## config.mk

```make
export PLATFORM = sky130hd
export DESIGN_NAME = data_mem_param
export DESIGN_NICKNAME = d
export VERILOG_FILES = /design/src/rtl/datamem_pkg.sv /design/src/rtl/datamem_init_seq.sv /design/src/rtl/data_mem_param.sv
export SDC_FILE = /design/constraint.sdc
export NUM_CORES = 2
export LEC_CHECK = 0
export ABC_AREA = 1
export CAP_MARGIN = 20
export CORE_MARGIN = 8
export CORE_UTILIZATION = 25
export CTS_CLUSTER_DIAMETER = 100
export DETAILED_ROUTE_END_ITERATION = 10
export GPL_TIMING_DRIVEN = 0
export PLACE_DENSITY = 0.41
export SYNTH_ARGS = -nofsm -noshare
export SYNTH_HDL_FRONTEND = slang
export SYNTH_SLANG_ARGS = --single-unit
```

## constraint.sdc

```tcl
create_clock -name Clk -period 10 [get_ports Clk]
set_clock_uncertainty 0.2 [all_clocks]
set_input_delay 1.5 -clock Clk [delete_from_list [all_inputs] [get_ports Clk]]
set_output_delay 1.5 -clock Clk [all_outputs]
set_load 0.005 [all_outputs]
```

## src/rtl/datamem_pkg.sv

```systemverilog
// Shared types and defaults for the data_mem_param data memory.
// Optional feature macro used by the top: DATAMEM_REGOUT_EN (registered read).
package datamem_pkg;

  // Default geometry of the CPU data store.
  localparam int DEF_DATA_W = 8;
  localparam int DEF_ADDR_W = 8;

  // Init sequencer states: clear the array, load presets, then serve the core.
  typedef enum logic [1:0] {
    S_CLEAR  = 2'd0,
    S_PRESET = 2'd1,
    S_READY  = 2'd2
  } state_t;

  // Number of words addressed by an addr_w-bit address.
  function automatic int depth_of(input int addr_w);
    return 1 << addr_w;
  endfunction

endpackage

```

## src/rtl/datamem_init_seq.sv

```systemverilog
// Init sequencer for data_mem_param: after reset or Clear it writes 0 to
// every word, then loads up to two preset constants, then raises ready.
module datamem_init_seq
  import datamem_pkg::*;
#(
  parameter int DATA_W       = DEF_DATA_W,
  parameter int ADDR_W       = DEF_ADDR_W,
  parameter int NUM_PRESET   = 2,
  parameter int PRESET0_ADDR = 16,
  parameter int PRESET0_DATA = 128,
  parameter int PRESET1_ADDR = 244,
  parameter int PRESET1_DATA = 5
) (
  input  logic              Clk,
  input  logic              Reset,
  input  logic              Clear,
  output logic              init_we,
  output logic [ADDR_W-1:0] init_addr,
  output logic [DATA_W-1:0] init_data,
  output logic              ready
);

  localparam int DEPTH = depth_of(ADDR_W);
  // One extra bit so the terminal compare against DEPTH-1 can never wrap.
  localparam int PTR_W = ADDR_W + 1;

  state_t             state_q, state_d;
  logic [PTR_W-1:0]   ptr_q, ptr_d;
  logic               pidx_q, pidx_d;

  // Next-state logic and init write port.
  // NOTE: every output of this block gets a default first, so no path leaves
  // a variable unassigned and no latch is inferred.
  always_comb begin
    state_d   = state_q;
    ptr_d     = ptr_q;
    pidx_d    = pidx_q;
    init_we   = 1'b0;
    init_addr = ptr_q[ADDR_W-1:0];
    init_data = '0;

    if (Clear) begin
      // Clear wins over everything, including an in-progress clear.
      state_d = S_CLEAR;
      ptr_d   = '0;
      pidx_d  = 1'b0;
    end else begin
      case (state_q)
        S_CLEAR: begin
          init_we = 1'b1;
          ptr_d   = ptr_q + 1'b1;
          if (ptr_q == PTR_W'(DEPTH - 1)) begin
            state_d = (NUM_PRESET == 0) ? S_READY : S_PRESET;
            pidx_d  = 1'b0;
          end
        end
        S_PRESET: begin
          init_we = 1'b1;
          if (pidx_q == 1'b0) begin
            init_addr = ADDR_W'(PRESET0_ADDR);
            init_data = DATA_W'(PRESET0_DATA);
          end else begin
            init_addr = ADDR_W'(PRESET1_ADDR);
            init_data = DATA_W'(PRESET1_DATA);
          end
          if (int'(pidx_q) == NUM_PRESET - 1) begin
            state_d = S_READY;
          end else begin
            pidx_d = 1'b1;
          end
        end
        S_READY: begin
          state_d = S_READY;
        end
        default: begin
          state_d = S_CLEAR;
          ptr_d   = '0;
          pidx_d  = 1'b0;
        end
      endcase
    end
  end

  // Sequencer state registers; async reset restarts the clear from addr 0.
  // NOTE: sequential state uses non-blocking assignments so every flop
  // samples the pre-edge values computed above.
  always_ff @(posedge Clk or negedge Reset) begin
    if (!Reset) begin
      state_q <= S_CLEAR;
      ptr_q   <= '0;
      pidx_q  <= 1'b0;
    end else begin
      state_q <= state_d;
      ptr_q   <= ptr_d;
      pidx_q  <= pidx_d;
    end
  end

  // Ready decodes the state flop only, so it has no path from any input.
  assign ready = (state_q == S_READY);

endmodule

```

## src/rtl/data_mem_param.sv

```systemverilog
// data_mem_param: DATA_W x 2**ADDR_W single-port data RAM for the CPU
// load/store unit, with a built-in clear/preset sequencer, Ready and a
// sticky dropped-write flag.
// Optional feature: define DATAMEM_REGOUT_EN for a registered (1-cycle)
// read; otherwise the read is combinational.
module data_mem_param
  import datamem_pkg::*;
#(
  parameter int DATA_W       = DEF_DATA_W,
  parameter int ADDR_W       = DEF_ADDR_W,
  parameter int NUM_PRESET   = 2,
  parameter int PRESET0_ADDR = 16,
  parameter int PRESET0_DATA = 128,
  parameter int PRESET1_ADDR = 244,
  parameter int PRESET1_DATA = 5
) (
  input  logic              Clk,
  input  logic              Reset,
  input  logic              Clear,
  input  logic              WriteEn,
  input  logic [ADDR_W-1:0] DataAddress,
  input  logic [DATA_W-1:0] DataIn,
  output logic [DATA_W-1:0] DataOut,
  output logic              Ready,
  output logic              WrDropped
);

  localparam int DEPTH = depth_of(ADDR_W);

  logic [DATA_W-1:0] core_mem [DEPTH];

  logic              init_we;
  logic [ADDR_W-1:0] init_addr;
  logic [DATA_W-1:0] init_data;
  logic              ready;

  logic              user_we;
  logic              mem_we;
  logic [ADDR_W-1:0] mem_addr;
  logic [DATA_W-1:0] mem_data;
  logic              wr_dropped_q, wr_dropped_d;
  logic [DATA_W-1:0] rd_word;

  datamem_init_seq #(
    .DATA_W       (DATA_W),
    .ADDR_W       (ADDR_W),
    .NUM_PRESET   (NUM_PRESET),
    .PRESET0_ADDR (PRESET0_ADDR),
    .PRESET0_DATA (PRESET0_DATA),
    .PRESET1_ADDR (PRESET1_ADDR),
    .PRESET1_DATA (PRESET1_DATA)
  ) u_init_seq (
    .Clk       (Clk),
    .Reset     (Reset),
    .Clear     (Clear),
    .init_we   (init_we),
    .init_addr (init_addr),
    .init_data (init_data),
    .ready     (ready)
  );

  // Write port mux: the sequencer owns the port until Ready; user writes
  // are accepted only in Ready with no Clear in the same cycle.
  always_comb begin
    user_we      = WriteEn & ready & ~Clear;
    mem_we       = init_we | user_we;
    mem_addr     = init_we ? init_addr : DataAddress;
    mem_data     = init_we ? init_data : DataIn;
    wr_dropped_d = wr_dropped_q | (WriteEn & (~ready | Clear));
  end

  // Array write; read-first because reads below see the pre-edge contents.
  // NOTE: the array has no reset; the sequencer rewrites every word after
  // reset, so resetting it would only cost logic.
  always_ff @(posedge Clk) begin
    if (mem_we) begin
      core_mem[mem_addr] <= mem_data;
    end
  end

  // Sticky dropped-write flag, cleared only by Reset.
  always_ff @(posedge Clk or negedge Reset) begin
    if (!Reset) begin
      wr_dropped_q <= 1'b0;
    end else begin
      wr_dropped_q <= wr_dropped_d;
    end
  end

  assign rd_word   = ready ? core_mem[DataAddress] : '0;
  assign Ready     = ready;
  assign WrDropped = wr_dropped_q;

`ifdef DATAMEM_REGOUT_EN
  logic [DATA_W-1:0] dout_q, dout_d;

  assign dout_d = rd_word;

  // Registered read: the word sampled at an edge is shown after that edge.
  always_ff @(posedge Clk or negedge Reset) begin
    if (!Reset) begin
      dout_q <= '0;
    end else begin
      dout_q <= dout_d;
    end
  end

  // Gate with Ready so the output is 0 right after a Clear edge too.
  assign DataOut = ready ? dout_q : '0;
`else
  assign DataOut = rd_word;
`endif

endmodule

```

# Yosys cells after proc, flatten, opt, wreduce, memory -nomap -nowiden
# Memories as Yosys holds them, arrays and structs flattened.
# Cells that the tools add are included.
[word_totals]
reg_bits = 13
mem_bits_rw = 2048
word_cells = 48
input_bits = 20
n_memories = 1
output_inout_bits = 10
[memory_table]
columns = ["name", "words", "word_bits", "read_ports", "rd_ports_with_merged_regs", "wr", "line_no", "rtl"]
rows = [
  ["core_mem", 256, 8, 1, 0, 1, "data_mem_param.sv:30", "logic [DATA_W-1:0] core_mem [DEPTH];"],
]
[op_classes]
muxes = 22
eq_ne = 7
n_reduce_logical = 5
bitwise = 8
n_addsub = 1
[ops]
columns = ["cell", "count"]
rows = [
  ["$mux 8", 9],
  ["$pmux 9 s2", 1],
  ["$add 9x1->9 const B", 1],
  ["$eq 9x8->1 const B", 1],
  ["$mux 9", 1],
  ["$mux 1", 6],
  ["$mux 2", 3],
  ["$ne 3x2->1 const B", 2],
  ["$pmux 2 s3", 1],
  ["$reduce_and 2->1", 2],
  ["$reduce_or 2->1", 2],
  ["$and 1x1->1", 3],
  ["$or 1x1->1", 3],
  ["$pmux 1 s3", 1],
  ["$eq 2x1->1 const B", 1],
  ["$eq 2x2->1 const B", 1],
  ["$logic_not 2->1", 1],
  ["$ne 2x1->1 const B", 1],
  ["$ne 2x2->1 const B", 1],
  ["$not 1->1", 2],
]

# Logic depth before layout (Yosys ltp)
[depth]
word_depth = 7
ltp_mapped = 15
depth_no_buf = 14

# By module
# A second synthesis with hierarchy kept.
[unflattened]
cells_unflattened = 7171
area_unflattened_um2 = 84387.2
[by_module_without_submodules]
columns = ["mod", "area_per_inst_um2", "n_inst", "seq_area_each_um2", "cells_per_inst"]
rows = [
  ["data_mem_param", 83593.9, 1, 61524.0, 7063],
  ["datamem_init_seq", 793.3, 1, 300.3, 108],
]

# Worst setup path before layout
# OpenSTA, ideal clock, no wires.
[synth_path]
path_type = "input -> register"
from = "input port Clear"
to = "memory core_mem[0][7] (netlist bit) (data pin)"
t_arrival_ns = 7.980
setup_ns = 1.398
stages = 4
slack_ns = 0.422
t_required_ns = 8.402
n_path_buf = 1
path_cell_list = "o21ai_4 buf_6 nor2_1 nor2_1"
[synth_via]
elab_chain_cells = 2
word_cells_on_any_way = 3
classes_between = "mux: 3"
[synth_rtl]
columns = ["item", "line_no", "rtl"]
rows = [
  ["start, declared", "data_mem_param.sv:19", "input logic Clear,"],
  ["$mux 8 / $mux 1 (equally long branches)", "datamem_init_seq.sv:42", "if (Clear) begin"],
  ["$mux 8 (*)", "data_mem_param.sv:68", "mem_data = init_we ? init_data : DataIn;"],
  ["named net mem_data[7]", "data_mem_param.sv:40", "logic [DATA_W-1:0] mem_data;"],
  ["end, declared", "data_mem_param.sv:30", ""],
]
# The timed path passes the listed nets; every way through them passes the cells marked *.

# Worst setup path in the final report
[layout_path]
from = "input port DataAddress[2]"
to = "output port DataOut[7]"
[layout_via]
elab_chain_cells = 2
[layout_rtl]
columns = ["item", "line_no", "rtl"]
rows = [
  ["start, declared", "data_mem_param.sv:21", "input logic [ADDR_W-1:0] DataAddress,"],
  ["$mem_v2 256x8", "n/a", ""],
  ["$mux 8", "data_mem_param.sv:90", "assign rd_word = ready ? core_mem[DataAddress] : '0;"],
  ["end, declared", "data_mem_param.sv:23", "output logic [DATA_W-1:0] DataOut,"],
]
# Every way passes these cells.

==> metrics <==
Inserted Clock Buffers roughly 230; worst min path class reg -> reg; Core ar. roughly 340000 µm²; port bufs 24; Site Rows between 200 and 250; Largest delay share family, worst path buffers and inverters; setup TNS 0 ns; final setup margin around 1.4 ns; status finished clean; hold_buf cts 0; dpl ws about 1.8 ns; relative slew slack approximately an eighth; vias roughly 63k; Max clock buf depth 4; FF-to-FF End core_mem[127][0]; Hold Crit Depth 2; count leader, synth nand2_1; fin util between 20 and 30%; number of DRC markers in iteration 0 9219; Final nets approximately 7.7k; DP Area slightly above 90000 µm²; DRC errors left 0; Synth area leaders edfxtp_1, nand3_1, nand2_1, nor2_1, buf_2; EDFF count, synth a little over 2k; ys flop type edfxtp_1; number of setup buffers added after CTS 0; Worst Setup End Kind output port; Syn. warnings 0; Buf+Inv Stages, Crit Path 4; die width 596 µm; CP startpoint kind primary input; Max Transition Viols Final 0; peak supply drop between 0.0001 and 0.00015 V; first-pass GRT wire length 542000 µm; CTS tree built; Synth Instances approximately 7.1k; largest fanout on the critical path 10; post-route cell area 101000 µm²; cell accounting for the most synthesized area edfxtp_1; R2R Path Start u_init_seq.state_q[0]; critical path cell sequence clkbuf_1, clkbuf_1, clkbuf_1, nand3_1, nand3_1, nand3_1, nand3_1, nand3_1, nand3_1, nand2_1, nor2_1, clkdlybuf4s50_1; Worst R2R Setup Slack roughly 5.4 ns; Pleak 34.7 nW; Initial Utilization 25.1%; GRT overflow 0; WP data required 8.30 ns; Final Critical Period about 8.6 ns; top cells by instance count after synthesis nand2_1, edfxtp_1, nand3_1; Synth top area share between 70% and 80%; CTS resizes 0; vias in the first global route 57.6k; GRT Overall Usage between 20% and 30%; Antenna Nets Post-Route 0; Final Cycle Share 86.0%; Die H roughly 600 µm; async set or reset register ratio after synthesis less than 1%; routed vias/inst slightly above 5; syn avg cell area 11.8 µm²; Routed WL about 410000 µm; CP peak stage delay 1.00 ns; maxcap violations 0; Syn Nets 7155; layout cells sized above 1 between 10% and 20%; worst hold endpoint u_init_seq.ptr_q[8]; Power Total about 22 mW; Critical-path top delay cell clkbuf_1; Placer Congestion about 0.99; hold_sp u_init_seq.ptr_q[8]; Reg clk slew, reported paths ~0.060 ns; Skew-Pair Late Insertion Delay 0.97 ns; first-pass iteration count of the detailed router 8; Clock Sinks 2061; I/O Pins 30; Final Hold Fails 0; Synth-to-Final Area Change 19.5%; HPWL after detailed placement between 300000 and 400000 µm; endpoints failing setup 0; actual slew at the worst max-slew pin between 1 and 1.5 ns; H-tree levels 4; cell area power density approximately 210 nW/µm²; Top cell by count, worst path nand3_1; register area share after synthesis between 70% and 80%; die area 355000 µm²; unrepaired setup endpoints after global routing false; worst path arrival time 6.90 ns; initial antenna violation count 19; Routed wire per std cell 33.9 µm; critical setup path kind in -> out; pin count of the biggest net entering global routing 73; CTS root buffer clkbuf_16; Netlist cell types 35; Post-Syn Area about 84000 µm²; R2R depth 11; #FFs+latches synth 2061; Achievable Freq about 120 MHz
power breakdown:
part           switching (mW)  internal [mW]  leakage [nW]
clock                    3.64           4.50          3.38
sequential             0.0233           10.2          18.8
combinational            2.49          0.675          12.6
total                    6.15           15.4          34.7
cell families (layout without fill, tap and decap cells):
family | after synthesis | after routing | synth area share, %
AO/OA/AOI/OAI | 93 | 93 | 0.703
adder cells (fa/ha/maj) | 6 | 6 | 0.0892
buffers and inverters | 549 | 1235 | 2.94
flip-flops | 2061 | 2061 | 73.5
other | 0 | 10 | 0
AND/OR/NAND/NOR | 4420 | 4420 | 22.8
state kept, by name (all words and copies together), names as in the netlist:
name / count
u_init_seq.ptr_q: 9
core_mem: 2048
WrDropped: 1
u_init_seq.pidx_q: 1
u_init_seq.state_q: 2
cell usage in the layout (no fill, tap or decap), types with 43 or more instances in the layout:
master and instances:
clkinv_1 54, clkbuf_1 218, buf_8 48, edfxtp_1 2048
buf_2 239, nand3_1 1931, buf_4 72, clkinv_2 48
nand2_1 2084, inv_1 51, buf_1 54, nor2_2 43
buf_6 78, clkbuf_16 226, nor2_1 324
per-layer routing:
metal / GRT usage (%) / share of wire, % / vias to the layer above
li1: - / - / 26300
met1: 30.9 / 42 / 32700
met2: 34.1 / 44 / 3573
met3: 4.09 / 9.0 / 752
met4: 10.3 / 5.3 / 2
met5: 0 / 0.0039 / -
cell type report:
cell class / instances / area (µm²)
flip-flops and latches: 2061 / 61800
fillers: 34300 / 235000
well taps: 4407 / 5510
clock buffers: 280 / 5860
diodes: 10 / 25.0
repair buffers: 275 / 3860
plain buffers: 484 / 2240
inverters: 65 / 249
multi-input cells: 4519 / 20000
clock inverters: 131 / 1050
through the flow:
stage / hold WS, ns / std cells
floorplan: 0.251 / 7129
CTS: 0.293 / 12200
global route: 0.308 / 12200
global placement: 0.271 / 11600
detailed placement: 0.279 / 11800
finish: 0.303 / 12200
worst max-delay path by stage:
stage / slack [ns] / from / end / cells after the start
floorplan: 0.42 / Clear / core_mem[0][7] / 4
global placement: -11.93 / Clear / core_mem[81][1] / 6
detailed placement: 1.78 / DataAddress[2] / DataOut[7] / 12
CTS: 1.77 / DataAddress[2] / DataOut[7] / 12
global route: 1.60 / DataAddress[2] / DataOut[2] / 12
finish: 1.40 / DataAddress[2] / DataOut[7] / 12
tightest hold or removal path: stages, from the launching register on:
cell and delay, ns:
dfrtp_1 0.35, nand2_1 0.06, o31ai_1 0.06
Note: power is estimated with default switching activity, not from simulation.
